File: src/rtl/spi_ram_sp.sv
// Single-port byte RAM behind the SPI slave: decodes 2-bit commands from the
// 10-bit rx word stream and returns read bytes as a one-cycle tx_valid pulse.
module spi_ram_sp #(
  parameter int MEM_DEPTH = 256,
  parameter int ADDR_SIZE = 8,
  parameter int AUTO_INC  = 0
) (
  input  logic       clk,
  input  logic       rst_n,
  input  logic [9:0] din,
  input  logic       rx_valid,
  output logic [7:0] dout,
  output logic       tx_valid
);

  typedef enum logic [1:0] {
    CMD_WR_ADDR = 2'b00,
    CMD_WR_DATA = 2'b01,
    CMD_RD_ADDR = 2'b10,
    CMD_RD_DATA = 2'b11
  } cmd_e;

  logic [7:0]           mem [0:MEM_DEPTH-1];

  logic [ADDR_SIZE-1:0] wr_addr_q, wr_addr_d;
  logic [ADDR_SIZE-1:0] rd_addr_q, rd_addr_d;
  logic [7:0]           dout_q, dout_d;
  logic                 tx_valid_q, tx_valid_d;
  logic                 mem_we;
  cmd_e                 cmd;

  assign cmd = cmd_e'(din[9:8]);

  always_comb begin
    wr_addr_d  = wr_addr_q;
    rd_addr_d  = rd_addr_q;
    dout_d     = dout_q;
    tx_valid_d = 1'b0;
    mem_we     = 1'b0;
    if (rx_valid) begin
      case (cmd)
        CMD_WR_ADDR: wr_addr_d = din[ADDR_SIZE-1:0];
        CMD_WR_DATA: begin
          mem_we = 1'b1;
          if (AUTO_INC != 0) wr_addr_d = wr_addr_q + ADDR_SIZE'(1);
        end
        CMD_RD_ADDR: rd_addr_d = din[ADDR_SIZE-1:0];
        CMD_RD_DATA: begin
          dout_d     = mem[rd_addr_q];
          tx_valid_d = 1'b1;
          if (AUTO_INC != 0) rd_addr_d = rd_addr_q + ADDR_SIZE'(1);
        end
      endcase
    end
  end

  always_ff @(posedge clk or negedge rst_n) begin
    if (!rst_n) begin
      wr_addr_q  <= '0;
      rd_addr_q  <= '0;
      dout_q     <= 8'h00;
      tx_valid_q <= 1'b0;
    end else begin
      wr_addr_q  <= wr_addr_d;
      rd_addr_q  <= rd_addr_d;
      dout_q     <= dout_d;
      tx_valid_q <= tx_valid_d;
    end
  end

  // Storage is never reset; a write arriving while reset is held is dropped.
  always_ff @(posedge clk) begin
    if (mem_we && rst_n) mem[wr_addr_q] <= din[7:0];
  end

  assign dout     = dout_q;
  assign tx_valid = tx_valid_q;

endmodule

File: config.mk
export PLATFORM = sky130hd
export DESIGN_NAME = spi_ram_sp
export DESIGN_NICKNAME = d
export VERILOG_FILES = /design/src/rtl/spi_ram_sp.sv
export SDC_FILE = /design/constraint.sdc
export NUM_CORES = 2
export LEC_CHECK = 0
export BUFFER_PORTS_ARGS = -buffer_cell sky130_fd_sc_hd__buf_2
export CAP_MARGIN = 40
export CORE_ASPECT_RATIO = 0.8
export CORE_MARGIN = 10
export CORE_UTILIZATION = 60
export DETAILED_ROUTE_END_ITERATION = 8
export HOLD_SLACK_MARGIN = 0.1
export PLACE_DENSITY = 0.76
export SYNTH_ARGS = -nofsm -noshare
export SYNTH_HDL_FRONTEND = slang
export SYNTH_SLANG_ARGS = --single-unit
File: constraint.sdc
create_clock -name clk -period 3.4 [get_ports clk]
set_input_delay 0.17 -clock clk [delete_from_list [all_inputs] [get_ports clk]]
set_output_delay 0.17 -clock clk [all_outputs]
set_load 0.03 [all_outputs]
== Yosys cells after proc, flatten, opt, wreduce, memory -nomap -nowiden ==
Memory sizes are Yosys's and may differ from the RTL's. A register that Yosys moved wholly into a read port is not among the register bits.
Cells that the tools add are included.
Widths: inputs -> output; s select.

* Register bits after elaboration: 17
* Bits in writable memories: 2,048
* Bits of input ports: 13
* Output and inout bits: 9
* Word-level logic and storage cells: 19
* Memories: 1

{| class="wikitable"
|+ Memories
! name !! words !! width !! read ports !! clocked after memory_dff !! wr ports !! RTL line !! source
|-
| mem || 256 || 8 || 1 || 1 || 1 || 23 || <nowiki>logic [7:0] mem [0:MEM_DEPTH-1];</nowiki>
|}

* Equality and inequality tests: 3
* Mux-type cells: 6
* Reduce and logical (&&, ||, !) cells: 6

{| class="wikitable"
|+ Operators by type and width
! operator !! number
|-
| $mux 1 || 6
|-
| $reduce_and 2->1 || 3
|-
| $eq 2x2->1 const B || 2
|-
| $eq 2x1->1 const B || 1
|-
| $logic_not 2->1 || 1
|-
| $logic_and 1x1->1 || 1
|-
| $logic_not 1->1 || 1
|}

== Logic depth before layout (Yosys ltp) ==
* Word-level depth: 6
* Mapped depth: 12
* Gate-level depth less buffers: 6

== Worst setup path before layout ==
Ideal clock, no wire load.

* Path type: register to register
* Start point: register rd_addr_q[0]
* End point: register dout_q[2] (netlist: dout[2]), read port of mem
* Library setup time: 0.137 ns
* Arrival: 2.191 ns
* Data required time: 3.263 ns
* Slack: 1.072 ns
* Stages on the path, launching flop included: 11
* Buffers on the path: 4
* Period minus slack after synthesis: 2.328 ns
* Cell sequence: dfrtp_1 > buf_6 > buf_8 > buf_8 > buf_2 > mux2_2 > a221oi_1 > o211ai_1 > a31o_1 > a41oi_2 > o41ai_2

{| class="wikitable"
|+ RTL lines
! element !! RTL line !! source
|-
| start, declared || 26 || <nowiki>logic [ADDR_SIZE-1:0] rd_addr_q, rd_addr_d;</nowiki>
|-
| start signal, assigned || 65 || <nowiki>rd_addr_q <= rd_addr_d;</nowiki>
|-
| end, declared || 27 || <nowiki>logic [7:0] dout_q, dout_d;</nowiki>
|}

==> results.yml <==
logic_synthesis:
  synth-seq-area-share: 0.762
  syn_area_per_cell_um2: 20.2
  synth_seq_cells: 2073
  yosysTopAreaCellShare: 0.754
  yosys_warnings: 0
  synthArstFlopShare: 0.0121
  post_synth_main_area_contributors: "edfxtp_1 75%, mux4_2 7.9%, mux2i_1 4.3%, mux4_1 1.8%, nor2_1 1.3%"
  most_frequently_used_flop_master_after_synthesis: "edfxtp_1"
  synth_cell_type_count: 71
  synth_enable_flop_cells: 2048
  post_synth_inst_count: 4028
  synth.largest_area_cell: "edfxtp_1"
  syn_nets: 4041
  netlist_area_um2: 81500
layout:
  syn_to_final_growth_pct: 13.3
  drive_above_1_share: 0.244
  final_cell_mix: "2048 x edfxtp_1, 401 x buf_4, 347 x mux2i_1, 287 x mux4_2, 274 x nor2_1"
  final_common_cell: "edfxtp_1"
  final_nets: 4472
  filler_cell_count: 8004
  layoutNonFillerInstCount: 6394
  postLayoutCoreUtil: 0.687
worst_setup_path:
  worst_ep_required_time_ns: 4.07
  data_arrival_critical_path_ns: 4.09
  cpLargestDelayFamily: "simple AND/OR/NAND/NOR gates"
  critical_path.cell_chain: "buf_4 -> nand3_2 -> buf_4 -> buf_4 -> o22ai_1 -> nor3_1 -> nor3_1 -> o2111ai_1 -> o311ai_1"
  worst_path_largest_cell_delay_ns: 0.63
  crit_path_max_fanout: 21
  setup.worst_path.class: "reg2reg"
  worst_setup_path_startpoint: "rd_addr_q[2]"
  timing.rr.start: "rd_addr_q[2]"
  path_buf_inv: 3
  end_kind: "flip-flop"
  crit_top_cell: "buf_4"
  critPathSlowestCell: "nor3_1"
  startpoint_type: "flip-flop"
power:
  switching_share: 0.252
  leakagePower_nw: 30.2
  share_comb_of_total_power: 0.145
  power.ir.vdd_worst_mv: 0.583
  clock_network_power_share: 0.362
  power.density_nw_per_um2: 623
  design_power_total_mw: 57.5
  power.sequential.fraction: 0.494
  p_sw_mw: 14.5
  cell_internal_pwr_mw: 43.0
placed_design:
  port_buffers: 21
  dp.final_hpwl_mm: 133
  place.gp.congestion: 0.931
  placed_cells_incl_taps: 6022
timing:
  worst-slew-pin-transition_ns: 1.03
  timing.final.ws_setup_ns: -0.0177
  layout_min_cycle_time_ns: 3.42
  drv_slew: 0
  fin_crit_sh: 1.01
  achievable-frequency_mhz: 293
  timing.max_slew.rel_slack: 0.312
  finalSetupViolations: 1
  finClkSkew_ns: 0.0236
  timing.final.hold_violations: 0
  grt_setup_unrepaired: "no"
run:
  drv_cap: 0
route:
  route.final.wire_length_mm: 210
  post_drt_via_cell_ratio: 6.83
  antenna_left: 0
  routed-via-count: 43700
  detail_route.drc_violations: 0
  detail_route.first_pass.iterations: 7
  detail_route.iter0.violations: 6739
  mean_routed_wirelength_per_cell_um: 32.8
global_routing:
  first_global_vias: 42500
  grt_pass1_wl_mm: 302
  grt_start_max_net_pins: 124
  final_global_route_overflow_total: 0
  grt_usage: 0.276
  antenna_violations_before_repair: 4
floorplan:
  core_box_area_um2: 134000
  placementRows: 120
  boundaryPins: 22
  fp.dieArea_um2: 151000
  die_x_um: 432
  die-height_um: 350
  effective_utilization_at_floorplan: 0.607
outcome:
  violations: "negative setup slack"
  run_status: "complete, but fails checks"
min_path:
  hp-class: "in2reg"
  hold_path_startpoint: "din[3]"
cts:
  cts_max_level: 4
  clock_tree.buffer_depth: 3
  cts_tree: "yes"
  clkSlewWorstSetupHoldPaths_ns: 0.07
  clockRootBuffer: "clkbuf_16"
  cts_buffers: 187
  cts.sink_count: 2073
  clk-insertion-delay-late_ns: 0.83
  cts_setup_buffers: 0
[worst paths after layout]
kind                                 to  slack, ns  depth (start not counted)
max                             dout[6]      -0.02                          9
min                         mem[230][3]       0.19                          2
max reg2reg                     dout[6]      -0.02                          9
min reg2reg                rd_addr_q[7]       0.64                          1
max in group asynchronous  rd_addr_q[2]       2.43                          4
min in group asynchronous       dout[3]       0.60                          4
[through the flow]
| step | TNS (ns) | cell area, µm² | hold WS (ns) | setup slack [ns] |
|---|---|---|---|---|
| 2_1_floorplan | 0 | 81500 | -0.126 | 1.07 |
| 3_3_place_gp | -0.124 | 86100 | 0.316 | -0.124 |
| 3_5_place_dp | -0.155 | 86100 | 0.318 | -0.155 |
| 4_1_cts | 0 | 92200 | 0.113 | 0.0579 |
| 5_1_grt | 0 | 92400 | 0.193 | 0.00176 |
| 6_report | -0.0177 | 92400 | 0.193 | -0.0177 |
[power by group through the flow]
stage | Combinational [mW] | Clock, mW | Sequential (mW)
floorplan | 5.07 | 0 | 28.9
global placement | 7.99 | 0 | 28.9
detailed placement | 8.07 | 0 | 28.9
CTS | 8.16 | 21.0 | 28.4
global route | 8.61 | 22.0 | 28.4
finish | 8.33 | 20.8 | 28.4
[layout make-up]
| class | instances | area, µm² | share of cell area |
|---|---|---|---|
| multi-input cells | 1706 | 17600 | 0.191 |
| inverters | 5 | 21.3 | 0.000230 |
| clock inverters | 112 | 1010 | 0.0109 |
| repair buffers | 486 | 4310 | 0.0467 |
| well taps | 1769 | 2210 | 0.0240 |
| diodes | 3 | 7.51 | 0.0000813 |
| clock buffers | 240 | 5020 | 0.0544 |
| flip-flops and latches | 2073 | 62100 | 0.673 |
[worst reg2reg max path, stage by stage (launching register included)]
cell,delay (ns)
dfrtp_4,0.50
buf_4,0.25
nand3_2,0.35
buf_4,0.35
buf_4,0.23
o22ai_1,0.08
nor3_1,0.63
nor3_1,0.28
o2111ai_1,0.46
o311ai_1,0.16
[kinds of logic after synthesis]
| kind of cell | count (synthesis) | synth area share |
|---|---|---|
| flops | 2073 | 0.762 |
| mux | 770 | 0.151 |
| simple gates | 509 | 0.0266 |
| compound gates | 427 | 0.0382 |
| buf+inv | 249 | 0.0226 |
[registers in the layout, summed over array words and instances (netlist names)]
register / count
dout: 8
wr_addr_q: 8
tx_valid: 1
rd_addr_q: 8
mem: 2048
[metal layers]
| layer | GRT usage | wire (µm) |
|---|---|---|
| met5 | 0 | 0 |
| met4 | 0.101 | 8480 |
| met3 | 0.0783 | 29200 |
| met2 | 0.404 | 93600 |
| met1 | 0.400 | 78200 |
[Yosys cell counts (all sizes together), types with 5 or more instances]
cell and n:
a21oi 52, and2 10, nor2b 17, a221oi 17, buf 148, nand2 114
o2111ai 8, a31oi 5, o211ai 9, o22a 10, o221ai 73, a211oi 44
nor3 21, a22oi 13, nor2 275, nand2b 8, edfxtp 2048, a2111oi 14
nand3 30, o21ai 39, mux4 342, a221o 7, clkbuf 94, nand4 15
o41ai 5, a211o 5, mux2 81, inv 5, o22ai 106, dfrtp 25
mux2i 347
[repair_timing]
item | in CTS | in global routing
hold buffers | 12 | 2
setup endpoints to repair | 1 | 4
resized for setup | 1 | 6
endpoints found under the hold margin | 345 | 267
(Power assumes the default switching activity.)
